<file path="src/rtl/store_buf.sv">
// store_buf: in-order store buffer between writeback and dcache,
// with load hazard detection (address match, same-cycle push, uncached drain).
module store_buf #(
   parameter int DEPTH = 4,
   parameter int AW    = 32,
   parameter int DW    = 64,
   localparam int PW   = $clog2(DEPTH),
   localparam int CW   = PW + 1
) (
   input  logic          clk,
   input  logic          reset,
   input  logic          phi2,
   input  logic          push,
   input  logic [AW-1:0] push_pa,
   input  logic [DW-1:0] push_data,
   input  logic [2:0]    push_sz,
   input  logic          push_cache,
   output logic          full,
   output logic          empty,
   output logic [CW-1:0] count,
   output logic          ovfl,
   output logic          dcwrite,
   output logic [AW-1:0] dcpa,
   output logic [DW-1:0] dcwdata,
   output logic [2:0]    dcsz,
   output logic          dccache,
   input  logic          dcbusy,
   input  logic          ldreq,
   input  logic [AW-1:0] ldpa,
   input  logic          ldcache,
   output logic          ldconf
);
   logic [AW-1:0]    r_pa    [DEPTH];
   logic [DW-1:0]    r_data  [DEPTH];
   logic [2:0]       r_sz    [DEPTH];
   logic             r_cache [DEPTH];
   logic [PW-1:0]    r_head, r_tail;
   logic [CW-1:0]    r_count;
   logic             r_ovfl;
   logic             w_pop, w_push;
   logic [DEPTH-1:0] w_hit;
   logic             w_unused;

   assign empty    = r_count == '0;
   assign full     = r_count == CW'(DEPTH);
   assign count    = r_count;
   assign ovfl     = r_ovfl;
   assign dcwrite  = !empty;
   assign dcpa     = r_pa[r_head];
   assign dcwdata  = r_data[r_head];
   assign dcsz     = r_sz[r_head];
   assign dccache  = r_cache[r_head];
   assign w_pop    = phi2 && dcwrite && !dcbusy;
   assign w_push   = phi2 && push && (!full || w_pop);
   assign w_unused = ^ldpa[2:0];

   // An entry is live when its distance from head is below count.
   always_comb begin
      for (int i = 0; i < DEPTH; i++)
         w_hit[i] = ({1'b0, PW'(i) - r_head} < r_count) && (r_pa[i][AW-1:3] == ldpa[AW-1:3]);
   end

   assign ldconf = ldreq && (|w_hit || (push && push_pa[AW-1:3] == ldpa[AW-1:3]) ||
                             (!ldcache && (dcwrite || push)));

   always_ff @(posedge clk or posedge reset) begin
      if (reset) begin
         r_head  <= '0;
         r_tail  <= '0;
         r_count <= '0;
         r_ovfl  <= 1'b0;
      end else begin
         if (w_pop) r_head <= r_head + PW'(1);
         if (w_push) r_tail <= r_tail + PW'(1);
         r_count <= r_count + CW'(w_push) - CW'(w_pop);
         if (phi2 && push && !w_push) r_ovfl <= 1'b1;
      end
   end

   always_ff @(posedge clk) begin
      if (w_push) begin
         r_pa[r_tail]    <= push_pa;
         r_data[r_tail]  <= push_data;
         r_sz[r_tail]    <= push_sz;
         r_cache[r_tail] <= push_cache;
      end
   end
endmodule

</file>
<file path="config.mk">
export PLATFORM = sky130hd
export DESIGN_NAME = store_buf
export DESIGN_NICKNAME = d
export VERILOG_FILES = /design/src/rtl/store_buf.sv
export SDC_FILE = /design/constraint.sdc
export NUM_CORES = 1
export LEC_CHECK = 0
export CELL_PAD_IN_SITES_DETAIL_PLACEMENT = 1
export CELL_PAD_IN_SITES_GLOBAL_PLACEMENT = 1
export CORE_MARGIN = 4
export CORE_UTILIZATION = 50
export DETAILED_ROUTE_END_ITERATION = 6
export HOLD_SLACK_MARGIN = 0.05
export PLACE_DENSITY_LB_ADDON = 0.1
export SLEW_MARGIN = 20
export SYNTH_ARGS = -nofsm -noshare
export SYNTH_HDL_FRONTEND = slang
export SYNTH_SLANG_ARGS = --single-unit
</file>
<file path="constraint.sdc">
create_clock -name clk -period 10.6 [get_ports clk]
set_input_delay 2.12 -clock clk [delete_from_list [all_inputs] [get_ports clk]]
set_output_delay 2.12 -clock clk [all_outputs]
set_load 0.1 [all_outputs]
</file>
==> results of run 1 <==
[through the flow]
step	hold WS, ns	utilization	total power, mW	setup WS (ns)	instance area, sq um
4_1_cts	0.5177	0.6349	6.771	3.123	20810
5_1_grt	0.5318	0.6350	6.931	2.960	20820
3_3_place_gp	0.4579	0.5951	5.349	3.210	19510
6_report	0.5138	0.6350	6.695	3.113	20820
2_1_floorplan	0.5796	-	4.647	4.544	16760
3_5_place_dp	0.5001	0.5951	5.371	3.167	19510
[cells in the final DEF (no fill, tap or decap), drive strengths merged, types with 2 or more instances in the layout]
cell,n
inv,16
o21ai,2
and2,4
edfxtp,400
dfrtp,8
buf,7
nand2,4
clkdlybuf4s50,243
mux4,100
o2111ai,2
xnor2,61
o22ai,2
clkbuf,51
clkinv,24
nor3,5
a21oi,5
nor2,2
ha,9
nor4,21
nand4,19
xor2,87
[power groups by stage]
stage	Combinational, mW	Sequential (mW)	Clock (mW)
floorplan	2.54	2.11	0
global placement	3.23	2.12	0
detailed placement	3.24	2.13	0
CTS	3.26	2.10	1.42
global route	3.33	2.11	1.49
finish	3.22	2.09	1.38
[layer usage]
| layer | vias to the layer above | wire length (um) |
|---|---|---|
| met5 | - | 49 |
| met4 | 6 | 849 |
| met3 | 64 | 2972 |
| met2 | 276 | 19950 |
| met1 | 4361 | 16060 |
| li1 | 3746 | - |
[final cells by class]
type                    count  share of cell area
flip-flops and latches    408              0.5870
multi-input cells         336              0.2018
repair buffers            250              0.1195
clock buffers              51             0.05415
well taps                 442             0.02657
clock inverters            28            0.008475
inverters                  14            0.002524
[cell families (layout without fill, tap and decap cells)]
| logic type | after synthesis | in the layout | synth area share |
|---|---|---|---|
| muxes | 100 | 100 | 0.1344 |
| adders and majority gates | 10 | 10 | 0.007913 |
| xor gates and xnor gates | 148 | 148 | 0.07778 |
| buffers and inverters | 66 | 343 | 0.02142 |
| DFF | 408 | 408 | 0.7286 |
| and+or+nand+nor | 60 | 60 | 0.02120 |
| AOI/OAI and AO/OA | 18 | 18 | 0.008735 |
[sequential cells by signal, indices dropped and copies added (netlist names)]
name,flops
r_data,256
r_pa,128
r_sz,12
r_cache,4
count,3
r_head,2
r_tail,2
ovfl,1
[worst max path at each step]
stage	start	endpoint	slack [ns]
2_1_floorplan	count[2]$_DFF_PP0_	r_cache[0]$_DFFE_PP_	4.54
3_3_place_gp	ldpa[23]	ldconf	3.21
3_5_place_dp	ldpa[6]	ldconf	3.17
4_1_cts	ldpa[6]	ldconf	3.12
5_1_grt	ldpa[6]	ldconf	2.96
6_report	ldpa[10]	ldconf	3.11
==> flow_metrics.py, run 1 <==
metrics = {
    "global_route": {
        "overflow": 0,
        "grt_pass1_wl_um": 59350,
        "met2_usage": 0.3649,
        "grt_use_met3": 0.05880,
        "grt_start_max_net_pins": 73,
        "grt_use_total": 0.2187,
        "antenna_found_initial": 3,
        "busiest_layer": "met2",
        "grt_pass1_vias": 9453,
        "gr-usage-met1": 0.2925,
    },
    "floorplan": {
        "placeableCoreArea_sq_um": 32780,
        "start_util": 0.5113,
        "die-area_sq_um": 36520,
        "dieHeight_um": 191.1,
        "fp.dieW_um": 191.1,
        "rows": 66,
        "pin_count": 247,
    },
    "route": {
        "firstDrtPassIters": 5,
        "drc": 0,
        "wl_per_cell_um": 26.08,
        "drt-total-wl_um": 39880,
        "vias": 8453,
        "final_antenna_net_count": 0,
        "vias_per_cell": 5.528,
        "drtIter0Drc": 479,
    },
    "clock_network": {
        "cts_made_buffers": 43,
        "clk-insertion-delay-late_ns": 0.53,
        "cts.sink_count": 408,
        "path_clk_slew_ns": 0.06,
        "h-tree-depth": 2,
        "cts_tree": "done",
        "cts_buffer_depth": 3,
        "holdBufCountCts": 0,
        "post_cts_buffers": 0,
        "cts_resized": 0,
        "clock-root-buffer": "clkbuf_16",
    },
    "sta": {
        "hold_violations": 0,
        "clock-skew-final_ns": 0.01530,
        "setup_viol": 0,
        "fin_setup_tns_ns": 0,
        "slew-limit-headroom": 0.2519,
        "worst_slew_pin_slew_ns": 1.122,
        "final.min_clock_period_ns": 7.487,
        "timing.final.crit_share": 0.7063,
        "rsz0062_at_grt": "false",
        "maxSlewViolCount": 0,
        "fmax_ghz": 0.1336,
    },
    "setup_path": {
        "start_kind": "input pin",
        "critical_path_arrival_ns": 5.37,
        "ff2ff_setup_slack_ns": 7.16,
        "worst_path_most_repeated_cell": "clkdlybuf4s50_1",
        "worstReg2RegStart": "count[2]$_DFF_PP0_",
        "rr_endpoint": "r_data[3][19]$_DFFE_PP_",
        "cp-end-kind": "output pin",
        "worst-path-max-fanout": 6,
        "r2r_cells": 5,
        "crit_cells": 7,
        "critPathSlowestCell": "clkdlybuf4s50_1",
        "crit_type": "in -> out",
        "cp.required_ns": 8.48,
        "path_cells": "clkdlybuf4s50_1 > xor2_1 > nor4_1 > nand4_1 > o32ai_1 > o41a_1 > clkdlybuf4s50_1",
        "cpPeakStageDelay_ns": 1.15,
        "path_delay_family": "buffers and inverters",
        "path_buf_inv": 2,
    },
    "layout": {
        "final_cells": 1529,
        "nNetsFinal": 1202,
        "syn_to_final_growth_pct": 24.20,
        "seqCellArea_sq_um": 12220,
        "n_fill_cell": 2763,
        "multiInputGateArea_sq_um": 4200,
        "diodes": 0,
        "drive_gt1_frac": 0.1619,
    },
    "logic_synthesis": {
        "avgSynthCellArea_sq_um": 20.69,
        "syn_area_sq_um": 16760,
        "synth-seq-area-share": 0.7286,
        "synth_cells": 810,
        "ys.warnings.count": 0,
        "synth_edf_count": 400,
        "yosysTopAreaCellShare": 0.7166,
        "ys_types": 37,
        "yosysMostFrequentCell": "edfxtp_1",
        "synthArstFlopShare": 0.01961,
        "yosys-top-cells-area": "edfxtp_1, mux4_2, xor2_1, xnor2_1, dfrtp_1",
        "synth.net_count": 959,
        "yosysTopAreaCell": "edfxtp_1",
        "synthFlopType": "edfxtp_1",
        "synth.ff_latch_count": 408,
        "synth_common_cells": "edfxtp_1, mux4_2, xor2_1",
    },
    "power": {
        "leakagePower_nw": 6.726,
        "swShare": 0.4601,
        "p_per_area_nw_per_um2": 321.6,
        "clkPwrFrac": 0.207,
        "ir_drop_uv": 287.1,
        "intPower_mw": 3.615,
        "power.sequential.fraction": 0.312,
        "pwr-share-comb": 0.481,
        "p_switching_mw": 3.080,
    },
    "placement": {
        "post-dp-hpwl_um": 26530,
        "dp.cells": 1450,
        "place.gp.congestion": 0.8154,
        "io_buffer_count": 243,
    },
    "run": {
        "drv_cap": 0,
    },
    "min_path": {
        "hold_end": "ovfl$_DFFE_PP0P_",
        "hold_class": "reg -> reg",
        "worstHoldStart": "ovfl$_DFFE_PP0P_",
        "hold_depth": 1,
    },
    "run_status": {
        "status": "complete, no violations",
    },
}
Note: power is estimated with default switching activity, not from simulation.
==> inputs of run 2 (changes only) <==
--- a/config.mk
+++ b/config.mk
@@ -8,7 +8,7 @@
 export CELL_PAD_IN_SITES_DETAIL_PLACEMENT = 1
 export CELL_PAD_IN_SITES_GLOBAL_PLACEMENT = 1
 export CORE_MARGIN = 4
-export CORE_UTILIZATION = 50
+export CORE_UTILIZATION = 47
 export DETAILED_ROUTE_END_ITERATION = 6
 export HOLD_SLACK_MARGIN = 0.05
 export PLACE_DENSITY_LB_ADDON = 0.1
==> constraint.sdc (replaced) <==
create_clock -name clk -period 7 [get_ports clk]
set_input_delay 1.4 -clock clk [delete_from_list [all_inputs] [get_ports clk]]
set_output_delay 1.4 -clock clk [all_outputs]
set_load 0.1 [all_outputs]
==> run 2 against run 1 <==
Compared with the run above: combinational power increased by 51%; wire length increased by 1.2%; sequential power increased by 54%; non-clock buffer count increased by 2; first-iteration DRC count increased by 8.8%; flip-flop and latch count unchanged; global-route usage decreased by 1.2 points; clock skew decreased by 0.0048 ns; via count increased by 0.54%; clock power increased by 54%; sequential share of layout area decreased by 0.21 points; critical path type is now reg -> out.
==> flow_metrics.py, run 2 (synthesized netlist as in run 1, its figures left out) <==
metrics = {
    "placement": {
        "post-dp-hpwl_um": 26690,
        "dp.cells": 1465,
        "dpl_worst_slack_ns": 1.888,
        "io_buffer_count": 243,
        "place_area_sq_um": 19580,
        "place.gp.congestion": 0.8284,
    },
    "floorplan": {
        "placeableCoreArea_sq_um": 34880,
        "pin_count": 247,
        "fp.dieW_um": 196.8,
        "die-area_sq_um": 38750,
        "dieHeight_um": 196.8,
        "start_util": 0.4805,
        "rows": 68,
    },
    "setup_path": {
        "cpPeakStageDelay_ns": 1.21,
        "cp-end-kind": "output pin",
        "crit_type": "reg -> out",
        "critical_path_arrival_ns": 3.93,
        "cp.required_ns": 5.60,
        "critPathSlowestCell": "clkdlybuf4s50_1",
        "worst-path-max-fanout": 55,
        "start_kind": "flip-flop",
        "path_cells": "buf_4 > mux4_2 > clkdlybuf4s50_1",
    },
    "layout": {
        "regMostFlops": "r_data",
        "largestRegisters": "r_data: 256 flops, r_pa: 128 flops, r_sz: 12 flops",
        "seqCellArea_sq_um": 12220,
        "nNetsFinal": 1204,
        "syn_to_final_growth_pct": 24.65,
        "largest_register_ffs": 256,
        "layout_commonest_cell": "edfxtp_1",
        "final_cells": 1544,
        "multiInputGateArea_sq_um": 4200,
        "postLayoutCellArea_sq_um": 20890,
        "n_fill_cell": 3019,
        "layout_common_cells": "edfxtp_1, clkdlybuf4s50_1, mux4_2",
        "drive_gt1_frac": 0.1590,
    },
    "sta": {
        "timing.final.crit_share": 0.7610,
        "final.min_clock_period_ns": 5.327,
        "maxSlewViolCount": 0,
        "fmax_ghz": 0.1877,
        "hold_violations": 0,
        "fin_setup_tns_ns": 0,
        "worst_slew_pin_slew_ns": 1.099,
        "fin_ws_ns": 1.673,
        "clock-skew-final_ns": 0.01050,
        "setup_viol": 0,
        "rsz0062_at_grt": "false",
        "slew-limit-headroom": 0.2649,
    },
    "min_path": {
        "hold_class": "reg -> reg",
    },
    "route": {
        "drt-total-wl_um": 40370,
        "firstDrtPassIters": 7,
        "final_antenna_net_count": 0,
        "drc": 0,
        "drtIter0Drc": 521,
        "wl_per_cell_um": 26.14,
        "vias_per_cell": 5.505,
        "vias": 8499,
    },
    "power": {
        "p_per_area_nw_per_um2": 488.3,
        "leakagePower_nw": 6.742,
        "ir_drop_uv": 440.3,
    },
    "clock_network": {
        "h-tree-depth": 2,
        "clk-insertion-delay-late_ns": 0.54,
        "cts_tree": "done",
        "cts.sink_count": 408,
        "cts_buffer_depth": 3,
        "cts_resized": 0,
        "post_cts_buffers": 0,
        "cts_made_buffers": 43,
        "holdBufCountCts": 0,
        "path_clk_slew_ns": 0.06,
        "clock-root-buffer": "clkbuf_16",
    },
    "global_route": {
        "antenna_found_initial": 3,
        "grt_pass1_wl_um": 59700,
        "grt_start_max_net_pins": 65,
        "overflow": 0,
        "grt_pass1_vias": 9326,
        "grt_use_total": 0.2067,
    },
    "run_status": {
        "status": "complete, no violations",
    },
    "run": {
        "drv_cap": 0,
    },
}
[run 2: cell types whose count changed in the layout (fill, tap and decap cells not counted), sizes merged]
cell,before,now
diode,0,1
buf,7,10
inv,16,15
clkbuf,51,61
clkdlybuf4s50,243,242
clkinv,24,14
[run 2: power by group]
part           internal [mW]  switching (mW)
clock network           1.24           0.892
logic                   1.32            3.54
registers               2.97           0.245
[run 2: area by class of cell]
class	count	share of cell area
Timing Repair Buffer	252	0.1213
Clock inverter	17	0.005150
Clock buffer	61	0.05773
Multi-Input combinational cell	336	0.2010
Tap cell	455	0.02725
Sequential cell	408	0.5849
Antenna cell	1	0.0001198
Inverter	14	0.002515
[run 2: final timing paths]
kind,startpoint,endpoint,slack (ns),cells after the start
worst min register to register,ovfl$_DFFE_PP0P_,ovfl$_DFFE_PP0P_,0.55,1
min in group asynchronous,reset,r_head[1]$_DFFE_PP0P_,1.15,2
max in group asynchronous,reset,r_head[0]$_DFFE_PP0P_,5.53,2
worst max-delay path,r_head[1]$_DFFE_PP0P_,dcwdata[11],1.67,3
worst min-delay path,ovfl$_DFFE_PP0P_,ovfl$_DFFE_PP0P_,0.55,1
worst max register to register,count[2]$_DFF_PP0_,r_data[0][22]$_DFFE_PP_,3.74,5
[run 2: per-layer routing]
metal,global-route usage,vias up,wire length (um)
met4,0.05008,4,814
met3,0.05282,58,2575
met5,0,-,25
li1,-,3735,-
met2,0.3389,253,20080
met1,0.2826,4449,16870
[run 2: stage by stage]
stage | utilization | hold WS, ns | power (mW)
global route | 0.5989 | 0.5678 | 10.56
global placement | 0.5612 | 0.4596 | 8.144
floorplan | - | 0.5796 | 7.036
finish | 0.5989 | 0.5503 | 10.20
detailed placement | 0.5612 | 0.5301 | 8.170
CTS | 0.5989 | 0.5600 | 10.33
[run 2: critical path: cells and delay by family (launching register included)]
family / cells / cell delay [ns]
mux: 1 / 0.34
buf+inv: 2 / 1.95
flops: 1 / 1.02
==> inputs of run 3 (changes only) <==
==> constraint.sdc (replaced) <==
create_clock -name clk -period 5.2 [get_ports clk]
set_input_delay 1.04 -clock clk [delete_from_list [all_inputs] [get_ports clk]]
set_output_delay 1.04 -clock clk [all_outputs]
set_load 0.1 [all_outputs]
==> run 3 against run 2 <==
Compared with the run above: clock power up 38%; power is 35% higher; utilization up 0.22 points; global-route usage grew 0.27 points; clock skew up 0.0080 ns; non-clock buffer count rose by 8; worst hold slack worse by 0.079 ns; wire length increased by 0.43%; flip-flop and latch count did not move; design area grew 0.37%; critical path type is now in -> out; largest power group unchanged.
==> flow_metrics.py, run 3 (synthesized netlist as in run 1, its figures left out) <==
metrics = {
    "sta": {
        "maxSlewViolCount": 0,
        "fin_setup_tns_ns": 0,
        "fin_ws_ns": 0.6275,
        "fmax_ghz": 0.2187,
        "hold_violations": 0,
        "timing.final.crit_share": 0.8793,
        "final.min_clock_period_ns": 4.572,
        "worst_hold_slack_ns": 0.4713,
        "clock-skew-final_ns": 0.01847,
        "slew-limit-headroom": 0.2877,
        "setup_viol": 0,
        "worst_slew_pin_slew_ns": 1.065,
        "rsz0062_at_grt": "false",
    },
    "setup_path": {
        "cp-endpoint": "ldconf",
        "cp-end-kind": "output pin",
        "worstReg2RegStart": "count[2]$_DFF_PP0_",
        "cp.required_ns": 4.16,
        "start_kind": "input pin",
        "critical_path_arrival_ns": 3.53,
        "crit_type": "in -> out",
        "r2r_cells": 10,
        "crit_start": "ldpa[23]",
        "ff2ff_setup_slack_ns": 2.46,
        "worst-path-max-fanout": 5,
        "rr_endpoint": "count[2]$_DFF_PP0_",
    },
    "route": {
        "drtIter0Drc": 562,
        "drc": 0,
        "vias": 8517,
        "firstDrtPassIters": 4,
        "drt-total-wl_um": 40540,
        "wl_per_cell_um": 26.10,
        "final_antenna_net_count": 0,
        "vias_per_cell": 5.484,
    },
    "clock_network": {
        "cts.sink_count": 408,
        "cts_resized": 0,
        "clk-insertion-delay-late_ns": 0.54,
        "cts_buffer_depth": 3,
        "h-tree-depth": 2,
        "holdBufCountCts": 0,
        "cts_tree": "done",
        "cts_made_buffers": 42,
        "clock-root-buffer": "clkbuf_16",
        "path_clk_slew_ns": 0.06,
        "post_cts_buffers": 0,
    },
    "layout": {
        "final_cells": 1553,
        "layout_common_cells": "edfxtp_1, clkdlybuf4s50_1, mux4_2",
        "syn_to_final_growth_pct": 25.11,
        "postLayoutCellArea_sq_um": 20970,
        "layout_commonest_cell": "edfxtp_1",
        "drive_gt1_frac": 0.1991,
        "nNetsFinal": 1211,
        "regMostFlops": "r_data",
        "largestRegisters": "r_data: 256 flops, r_pa: 128 flops, r_sz: 12 flops",
        "largest_register_ffs": 256,
    },
    "run": {
        "drv_cap": 0,
    },
    "power": {
        "p_per_area_nw_per_um2": 657.3,
        "swShare": 0.4575,
        "leakagePower_nw": 6.848,
        "p_switching_mw": 6.306,
        "pwr-share-comb": 0.484,
        "ir_drop_uv": 578.0,
        "clkPwrFrac": 0.212,
        "power.sequential.fraction": 0.304,
        "intPower_mw": 7.478,
    },
    "floorplan": {
        "die-area_sq_um": 38750,
        "dieHeight_um": 196.8,
        "start_util": 0.4805,
        "fp.dieW_um": 196.8,
        "placeableCoreArea_sq_um": 34880,
        "rows": 68,
        "pin_count": 247,
    },
    "global_route": {
        "grt_use_total": 0.2094,
        "overflow": 0,
        "grt_start_max_net_pins": 64,
        "grt_pass1_vias": 9448,
        "grt_pass1_wl_um": 60730,
        "antenna_found_initial": 4,
    },
    "min_path": {
        "hold_depth": 1,
        "hold_class": "reg -> reg",
    },
    "placement": {
        "place.gp.congestion": 0.8350,
        "post-dp-hpwl_um": 27100,
        "place_area_sq_um": 19620,
        "dp.cells": 1473,
        "dpl_worst_slack_ns": 0.6571,
        "io_buffer_count": 243,
    },
    "run_status": {
        "status": "complete, no violations",
    },
}
[run 3: cell types whose count changed in the layout (fill, tap and decap cells not counted), sizes merged]
cell           change
diode              +2
clkdlybuf4s50     -28
clkinv             +8
buf               +36
inv                +1
clkbuf            -14
clkinvlp           +1
bufinv             +3
[run 3: per-stage QoR]
stage                     power (mW)    util
final                          13.78  0.6011
after global routing           14.30  0.6010
after CTS                      13.97  0.6009
after detailed placement       11.00  0.5625
after global placement         10.97  0.5625
after floorplan                9.475       -
[run 3: worst min-delay path by stage]
stage                                 end                   from  slack [ns]
floorplan           r_tail[1]$_DFFE_PP0P_  r_tail[1]$_DFFE_PP0P_        0.58
global placement         ovfl$_DFFE_PP0P_       ovfl$_DFFE_PP0P_        0.46
detailed placement       ovfl$_DFFE_PP0P_       ovfl$_DFFE_PP0P_        0.47
CTS                      ovfl$_DFFE_PP0P_       ovfl$_DFFE_PP0P_        0.48
global route             ovfl$_DFFE_PP0P_       ovfl$_DFFE_PP0P_        0.52
finish                   ovfl$_DFFE_PP0P_       ovfl$_DFFE_PP0P_        0.47
[run 3: metal layers]
layer	GRT usage	vias up	wire length, um
met5	0	-	23
met4	0.05008	4	748
met3	0.06547	57	3215
met2	0.3360	238	19590
met1	0.2852	4451	16960
li1	-	3767	-
[run 3: power groups by stage]
| stage | sequential [mW] | clock [mW] | combinational (mW) |
|---|---|---|---|
| after floorplan | 4.30 | 0 | 5.17 |
| after global placement | 4.24 | 0 | 6.73 |
| after detailed placement | 4.26 | 0 | 6.74 |
| after CTS | 4.19 | 3.01 | 6.76 |
| after global routing | 4.22 | 3.16 | 6.92 |
| final | 4.19 | 2.93 | 6.67 |
[run 3: layout make-up]
| class | count | area (sq um) |
|---|---|---|
| inverters | 14 | 52.55 |
| diodes | 3 | 7.507 |
| multi-input cells | 336 | 4205 |
| flip-flops and latches | 408 | 12220 |
| clock buffers | 47 | 1091 |
| repair buffers | 260 | 2575 |
| fillers | 3017 | 13910 |
| well taps | 455 | 569.3 |
| clock inverters | 30 | 250.2 |
[run 3: worst max-delay path, stage by stage]
cell,delay [ns]
clkdlybuf4s50_1,0.67
xor2_1,0.20
nor4_1,0.49
nand4_1,0.20
o32ai_1,0.33
o41a_1,0.28
buf_4,0.32
